## src/rtl/xdma_axis_pkg.sv

```systemverilog
// Shared XDMA AXI-Stream widths and arbiter state type for the C2H/H2C stream glue.
package xdma_axis_pkg;

  localparam int XDMA_AXIS_TDATA_WIDTH = 512;
  localparam int XDMA_AXIS_TKEEP_WIDTH = 64;
  localparam int XDMA_AXIS_TUSER_WIDTH = 1;

  typedef enum logic {
    ARB_IDLE = 1'b0,
    ARB_BUSY = 1'b1
  } arb_state_e;

  // Modulo increment that also wraps correctly for non-power-of-two counts.
  function automatic int wrap_inc(input int idx, input int n);
    return (idx + 1 >= n) ? 0 : idx + 1;
  endfunction

endpackage

```

## src/rtl/rr_select.sv

```systemverilog
// Combinational round-robin pick: first set req bit scanning ptr, ptr+1, ... modulo N.
module rr_select #(
  parameter int N     = 2,
  parameter int IDX_W = (N > 1) ? $clog2(N) : 1
) (
  input  logic [N-1:0]     req,
  input  logic [IDX_W-1:0] ptr,
  output logic             found,
  output logic [IDX_W-1:0] idx
);

  int               cand;
  logic [IDX_W-1:0] cand_idx;

  always_comb begin
    found    = 1'b0;
    idx      = '0;
    cand     = 0;
    cand_idx = '0;
    for (int k = 0; k < N; k++) begin
      cand     = (int'(ptr) + k) % N;
      cand_idx = IDX_W'(cand);
      if (!found && req[cand_idx]) begin
        found = 1'b1;
        idx   = cand_idx;
      end
    end
  end

endmodule

```

## src/rtl/xdma_c2h_axis_arbiter.sv

```systemverilog
// Packet-granular round-robin arbiter feeding the XDMA C2H AXI-Stream channel.
// Optional per-source packet counters are built when ARB_PKT_STATS_EN is defined.
module xdma_c2h_axis_arbiter
  import xdma_axis_pkg::*;
#(
  parameter int NUM_SRC     = 2,
  parameter int TDATA_WIDTH = XDMA_AXIS_TDATA_WIDTH,
  parameter int TKEEP_WIDTH = TDATA_WIDTH / 8,
  parameter int TUSER_WIDTH = XDMA_AXIS_TUSER_WIDTH,
  localparam int IDX_W      = $clog2(NUM_SRC)
) (
  input  logic                           xdma_axi_aclk,
  input  logic                           xdma_axi_aresetn,

  input  logic [NUM_SRC-1:0]             s_axis_tvalid,
  output logic [NUM_SRC-1:0]             s_axis_tready,
  input  logic [NUM_SRC-1:0]             s_axis_tlast,
  input  logic [NUM_SRC*TDATA_WIDTH-1:0] s_axis_tdata,
  input  logic [NUM_SRC*TKEEP_WIDTH-1:0] s_axis_tkeep,
  input  logic [NUM_SRC*TUSER_WIDTH-1:0] s_axis_tuser,

  output logic                           m_axis_tvalid,
  input  logic                           m_axis_tready,
  output logic                           m_axis_tlast,
  output logic [TDATA_WIDTH-1:0]         m_axis_tdata,
  output logic [TKEEP_WIDTH-1:0]         m_axis_tkeep,
  output logic [TUSER_WIDTH-1:0]         m_axis_tuser,

`ifdef ARB_PKT_STATS_EN
  input  logic                           pkt_cnt_clr,
  output logic [NUM_SRC*32-1:0]          pkt_cnt,
`endif

  output logic                           arb_busy,
  output logic [IDX_W-1:0]               arb_grant_idx
);

  arb_state_e       state_q, state_d;
  logic [IDX_W-1:0] rr_ptr_q, rr_ptr_d;
  logic [IDX_W-1:0] grant_q, grant_d;
  logic             sel_found;
  logic [IDX_W-1:0] sel_idx;
  logic             pkt_end;

  rr_select #(
    .N     (NUM_SRC),
    .IDX_W (IDX_W)
  ) u_rr_select (
    .req   (s_axis_tvalid),
    .ptr   (rr_ptr_q),
    .found (sel_found),
    .idx   (sel_idx)
  );

  assign pkt_end = (state_q == ARB_BUSY) && m_axis_tvalid && m_axis_tready && m_axis_tlast;

  // NOTE: state flops use non-blocking assignments so every flop samples pre-edge values.
  always_ff @(posedge xdma_axi_aclk or negedge xdma_axi_aresetn) begin
    if (!xdma_axi_aresetn) begin
      state_q  <= ARB_IDLE;
      rr_ptr_q <= '0;
      grant_q  <= '0;
    end else begin
      state_q  <= state_d;
      rr_ptr_q <= rr_ptr_d;
      grant_q  <= grant_d;
    end
  end

  always_comb begin
    state_d  = state_q;
    rr_ptr_d = rr_ptr_q;
    grant_d  = grant_q;
    unique case (state_q)
      ARB_IDLE: begin
        if (sel_found) begin
          state_d = ARB_BUSY;
          grant_d = sel_idx;
        end
      end
      ARB_BUSY: begin
        if (pkt_end) begin
          state_d  = ARB_IDLE;
          rr_ptr_d = IDX_W'(wrap_inc(int'(grant_q), NUM_SRC));
        end
      end
      default: state_d = ARB_IDLE;
    endcase
  end

  // NOTE: every output gets a default before the case so no path leaves one unassigned (no latch).
  always_comb begin
    s_axis_tready = '0;
    m_axis_tvalid = 1'b0;
    m_axis_tlast  = 1'b0;
    m_axis_tdata  = '0;
    m_axis_tkeep  = '0;
    m_axis_tuser  = '0;
    if (state_q == ARB_BUSY) begin
      m_axis_tvalid          = s_axis_tvalid[grant_q];
      m_axis_tlast           = s_axis_tlast[grant_q];
      m_axis_tdata           = s_axis_tdata[int'(grant_q)*TDATA_WIDTH +: TDATA_WIDTH];
      m_axis_tkeep           = s_axis_tkeep[int'(grant_q)*TKEEP_WIDTH +: TKEEP_WIDTH];
      m_axis_tuser           = s_axis_tuser[int'(grant_q)*TUSER_WIDTH +: TUSER_WIDTH];
      s_axis_tready[grant_q] = m_axis_tready;
    end
  end

  assign arb_busy      = (state_q == ARB_BUSY);
  assign arb_grant_idx = grant_q;

`ifdef ARB_PKT_STATS_EN
  logic [31:0] pkt_cnt_q [NUM_SRC];
  logic [31:0] pkt_cnt_d [NUM_SRC];

  // Clear takes priority over a coincident tlast increment.
  always_comb begin
    for (int i = 0; i < NUM_SRC; i++) begin
      pkt_cnt_d[i] = pkt_cnt_q[i];
      if (pkt_cnt_clr) begin
        pkt_cnt_d[i] = '0;
      end else if (pkt_end && (grant_q == IDX_W'(i))) begin
        pkt_cnt_d[i] = pkt_cnt_q[i] + 32'd1;
      end
    end
  end

  // NOTE: this array is a handful of flops, not a RAM, so every entry is reset.
  always_ff @(posedge xdma_axi_aclk or negedge xdma_axi_aresetn) begin
    if (!xdma_axi_aresetn) begin
      for (int i = 0; i < NUM_SRC; i++) pkt_cnt_q[i] <= '0;
    end else begin
      for (int i = 0; i < NUM_SRC; i++) pkt_cnt_q[i] <= pkt_cnt_d[i];
    end
  end

  always_comb begin
    pkt_cnt = '0;
    for (int i = 0; i < NUM_SRC; i++) pkt_cnt[i*32 +: 32] = pkt_cnt_q[i];
  end
`endif

endmodule

```

## config.mk

```make
export PLATFORM = sky130hd
export DESIGN_NAME = xdma_c2h_axis_arbiter
export DESIGN_NICKNAME = d
export VERILOG_FILES = /design/src/rtl/xdma_axis_pkg.sv /design/src/rtl/rr_select.sv /design/src/rtl/xdma_c2h_axis_arbiter.sv
export SDC_FILE = /design/constraint.sdc
export NUM_CORES = 1
export LEC_CHECK = 0
export ABC_AREA = 1
export CAP_MARGIN = 20
export CORE_AREA = 5 5 669 671
export CTS_BUF_LIST = sky130_fd_sc_hd__clkbuf_16
export DETAILED_ROUTE_END_ITERATION = 12
export DIE_AREA = 0 0 674 676
export SETUP_SLACK_MARGIN = 0.4
export SYNTH_ARGS = -nofsm -noshare
export SYNTH_HDL_FRONTEND = slang
export SYNTH_SLANG_ARGS = --single-unit
```

## constraint.sdc

```tcl
create_clock -name xdma_axi_aclk -period 2.9 [get_ports xdma_axi_aclk]
set_input_delay 0.58 -clock xdma_axi_aclk [delete_from_list [all_inputs] [get_ports xdma_axi_aclk]]
set_output_delay 0.58 -clock xdma_axi_aclk [all_outputs]
set_load 0.01 [all_outputs]
```

==> impl_metrics.prom <==
# TYPE chip_impl_metric gauge
chip_impl_metric{name="viasPerCell",unit=""} 2.543
chip_impl_metric{name="power_switching",unit="mW"} 25.35
chip_impl_metric{name="vdd.ir_drop.worst",unit="mV"} 0.3893
chip_impl_metric{name="ffs_latches_synth",unit=""} 3
chip_impl_info{name="classification_of_the_worst_slack_hold_path",value="reg2reg"} 1
chip_impl_metric{name="timing.critical_path.arrival",unit="ps"} 2370
chip_impl_info{name="worst_r2r_startpoint",value="arb_grant_idx"} 1
chip_impl_metric{name="final.period_utilization",unit=""} 1.018
chip_impl_metric{name="clk-insertion-delay-late",unit="ps"} 230
chip_impl_metric{name="clk_network_pwr_share",unit=""} 0.005
chip_impl_info{name="worst_path_max_delay_cell",value="clkdlybuf4s50_1"} 1
chip_impl_metric{name="max-clock-path-buffers",unit=""} 2
chip_impl_metric{name="intPower",unit="mW"} 17.14
chip_impl_metric{name="timing.hold.ws",unit="ps"} 485.9
chip_impl_metric{name="critical_path_buf_inv_count",unit=""} 4
chip_impl_metric{name="initialDrtViolationCount",unit=""} 2236
chip_impl_metric{name="global_route_wire_length_before_repair",unit="mm"} 469.2
chip_impl_metric{name="die_width",unit="um"} 674
chip_impl_info{name="grt_setup_unrepaired",value="yes"} 1
chip_impl_metric{name="timing.setup.tns",unit="ps"} -308.0
chip_impl_metric{name="yosys_warnings",unit=""} 0
chip_impl_metric{name="cap_viol_max_count",unit=""} 0
chip_impl_metric{name="final.setup.worst_slack",unit="ps"} -53.39
chip_impl_metric{name="max_freq",unit="GHz"} 0.3386
chip_impl_info{name="most_common_library_cell_in_the_layout_ignoring_fill_and_taps",value="clkdlybuf4s50_1"} 1
chip_impl_metric{name="share_comb_of_total_power",unit=""} 0.993
chip_impl_metric{name="worst_clock_skew",unit="ps"} 1.390
chip_impl_metric{name="grt_pass1_vias",unit=""} 22290
chip_impl_info{name="crit_type",value="reg2out"} 1
chip_impl_metric{name="num-nets-final",unit=""} 4934
chip_impl_metric{name="drt_wl_total",unit="mm"} 423.2
chip_impl_metric{name="grtUsageTotal",unit=""} 0.1758
chip_impl_metric{name="ff2ff_path_depth",unit=""} 10
chip_impl_metric{name="die-area",unit="mm2"} 0.4556
chip_impl_metric{name="grt_remaining_overflow",unit=""} 0
chip_impl_metric{name="io_pins",unit=""} 1744
chip_impl_metric{name="gpl.final_weighted_congestion",unit=""} 1.045
chip_impl_metric{name="dr_total_vias",unit=""} 24940
chip_impl_metric{name="drive_above_1_share",unit=""} 0.2047
chip_impl_info{name="crit-reg2reg-capture",value="rr_ptr_q"} 1
chip_impl_metric{name="synth.yosys.seq_area_share",unit=""} 0.008677
chip_impl_metric{name="whs_path_depth",unit=""} 2
chip_impl_info{name="crit_path_end_kind",value="primary output"} 1
chip_impl_metric{name="post-dp-hpwl",unit="mm"} 398.7
chip_impl_info{name="min-delay-start",value="rr_ptr_q"} 1
chip_impl_metric{name="worst-r2r-setup-slack",unit="ps"} 1040
chip_impl_metric{name="firstDrtPassIters",unit=""} 7
chip_impl_info{name="violated_checks",value="setup timing"} 1
chip_impl_metric{name="final-max-slew-violation-count",unit=""} 0
chip_impl_metric{name="cp_max_fo",unit=""} 22
chip_impl_info{name="critPathLaunchType",value="flip-flop"} 1
chip_impl_metric{name="ys_types",unit=""} 18
chip_impl_info{name="cts_root_buffer",value="clkbuf_16"} 1
chip_impl_metric{name="portBuffers",unit=""} 1743
chip_impl_metric{name="design.core.area",unit="mm2"} 0.4405
chip_impl_metric{name="cpPeakStageDelay",unit="ps"} 490
chip_impl_metric{name="floorplan.initialDensity",unit=""} 0.01964
chip_impl_metric{name="die_h",unit="um"} 676
chip_impl_info{name="timing.critical_path.mode_cell",value="buf_16"} 1
chip_impl_metric{name="rows",unit=""} 244
chip_impl_metric{name="power_leakage",unit="nW"} 14.36
chip_impl_metric{name="route.detailed.wl_per_inst",unit="um"} 43.15
chip_impl_metric{name="synth.cell_area",unit="mm2"} 0.008652
chip_impl_metric{name="grt_start_max_net_pins",unit=""} 80
chip_impl_metric{name="count_of_fill_cells_added_during_filler_insertion",unit=""} 51580
chip_impl_metric{name="final-setup-viol-count",unit=""} 11
chip_impl_info{name="crit_path_cell_trace",value="buf_12, buf_16, buf_16, o21ai_0, nor2_1, clkdlybuf4s50_1"} 1
chip_impl_metric{name="clkSlewWorstSetupHoldPaths",unit="ps"} 30
chip_impl_metric{name="remaining_drc_errors",unit=""} 0
chip_impl_info{name="layout.cells.most_common_list",value="1275 x clkdlybuf4s50_1, 1073 x nor2_1, 484 x o21ai_0, 322 x buf_12, 251 x buf_4"} 1
chip_impl_metric{name="synth_cells",unit=""} 1957
chip_impl_metric{name="tightest_slew",unit="ps"} 579.1
chip_impl_metric{name="cts_made_buffers",unit=""} 3
chip_impl_metric{name="htree_levels",unit=""} 1
chip_impl_metric{name="timing.max_slew.rel_slack",unit=""} 0.6098
chip_impl_metric{name="syn-mean-instance-area",unit="um2"} 4.421
chip_impl_metric{name="layout_min_cycle_time",unit="ps"} 2953
chip_impl_info{name="outcome",value="complete, but fails checks"} 1
chip_impl_metric{name="layout-area-overhead-vs-synth",unit="%"} 352.8
chip_impl_metric{name="p_per_area",unit="mW/mm2"} 1085
chip_impl_metric{name="power.share.sequential",unit=""} 0.002
chip_impl_metric{name="sw_frac_of_total",unit=""} 0.5966
chip_impl_info{name="critical_path.top_delay_family",value="buffers and inverters"} 1
chip_impl_metric{name="count_of_nets_left_with_antenna_violations_after_detail_routing",unit=""} 0
chip_impl_metric{name="report.final.hold_viol_count",unit=""} 0
chip_impl_metric{name="cp.required",unit="ps"} 2320
chip_impl_metric{name="critical_path_depth",unit=""} 6
chip_impl_metric{name="antenna_violations_before_repair",unit=""} 505
chip_impl_metric{name="cts.sinks",unit=""} 3
chip_impl_info{name="cts_tree",value="built"} 1
chip_impl_metric{name="mappedNetlistNets",unit=""} 3118
chip_impl_info{name="worst_hold_path.endpoint",value="rr_ptr_q"} 1
worst reg2reg max path, stage by stage (launching register included):
cell and delay (ps):
dfrtp_4 470, buf_12 160, clkinv_16 170, buf_12 200
buf_12 140, buf_4 170, nand2_1 130, nand2_1 80
nand4_1 110, nand2_1 90, nand2_1 50
synthesized netlist by cell type:
cell type  count  area share
a21oi_1        2      0.0012
o21ai_1        1     0.00058
clkbuf_1     114       0.049
buf_1          1     0.00043
inv_6          1      0.0010
nor3_1         2      0.0012
nor2_1      1155        0.50
buf_4         15       0.013
o21ai_0      577        0.33
inv_1          6      0.0026
dfrtp_1        3      0.0087
buf_6         55       0.072
nand4_1        1     0.00072
buf_8          2      0.0035
nand2_1       12      0.0052
buf_2          7      0.0040
o211ai_1       1     0.00087
nand3_1        2      0.0012
power by group through the flow:
stage / Sequential, mW / Combinational, mW / Clock (mW)
after floorplan: 0.0758 / 8.93 / 0
after global placement: 0.143 / 42.2 / 0
after detailed placement: 0.143 / 42.0 / 0
after CTS: 0.0875 / 43.7 / 0.219
after global routing: 0.0903 / 44.6 / 0.226
final: 0.0878 / 42.2 / 0.219
metal layers:
layer | vias up | share of wire | GRT usage
li1 | 10100 | - | -
met1 | 11350 | 0.36 | 0.1877
met2 | 2123 | 0.43 | 0.2705
met3 | 956 | 0.17 | 0.1408
met4 | 414 | 0.031 | 0.03629
met5 | - | 0.0065 | 0
registers in the layout, indices dropped and copies added, names as in the netlist:
| signal | count |
|---|---|
| arb_busy | 1 |
| arb_grant_idx | 1 |
| rr_ptr_q | 1 |
stage by stage:
stage          utilization  worst slack (ps)  cells  power (mW)  instance area, um2
6_report           0.08893            -53.39   9806       42.49               39180
5_1_grt            0.08852            -62.85   9733       44.88               38990
4_1_cts            0.08710            -37.09   9667       44.02               38370
3_5_place_dp       0.08474            -293.0   9647       42.17               37330
3_3_place_gp       0.08472            -263.3   9646       42.35               37320
2_1_floorplan            -              1067   1957       9.002                8652
worst max path at each step:
stage,start,endpoint,slack [ps]
finish,arb_grant_idx,m_axis_tdata[162],-50
global route,arb_busy,m_axis_tdata[331],-60
CTS,arb_grant_idx,m_axis_tdata[433],-40
detailed placement,arb_grant_idx,m_axis_tdata[408],-290
global placement,arb_grant_idx,m_axis_tdata[490],-260
floorplan,arb_grant_idx,m_axis_tdata[72],1070
repair_timing:
item                       4_1_cts  5_1_grt
hold buffers                     0        0
pin swaps                       27        8
cloned                          11        5
resized for setup              272      198
setup endpoints to repair      567      569
buffers inserted                 5        4
cell type report:
cell class,count,area [um2],share of cell area
repair buffers,2005,23380,0.5967
multi-input cells,1753,7873,0.2009
well taps,5904,7387,0.1886
diodes,130,325.3,0.008304
flip-flops and latches,3,82.58,0.002108
clock buffers,3,75.07,0.001916
inverters,7,52.55,0.001341
clock inverters,1,3.754,0.00009581
kinds of logic (layout without fill, tap and decap cells):
family	Yosys count	in the layout	synth area share
AND/OR/NAND/NOR	1172	1172	0.5093
buffers and inverters	201	2016	0.1456
AO/OA/AOI/OAI	581	581	0.3364
other	0	130	0
flip-flops	3	3	0.008677
(Power assumes the default switching activity.)
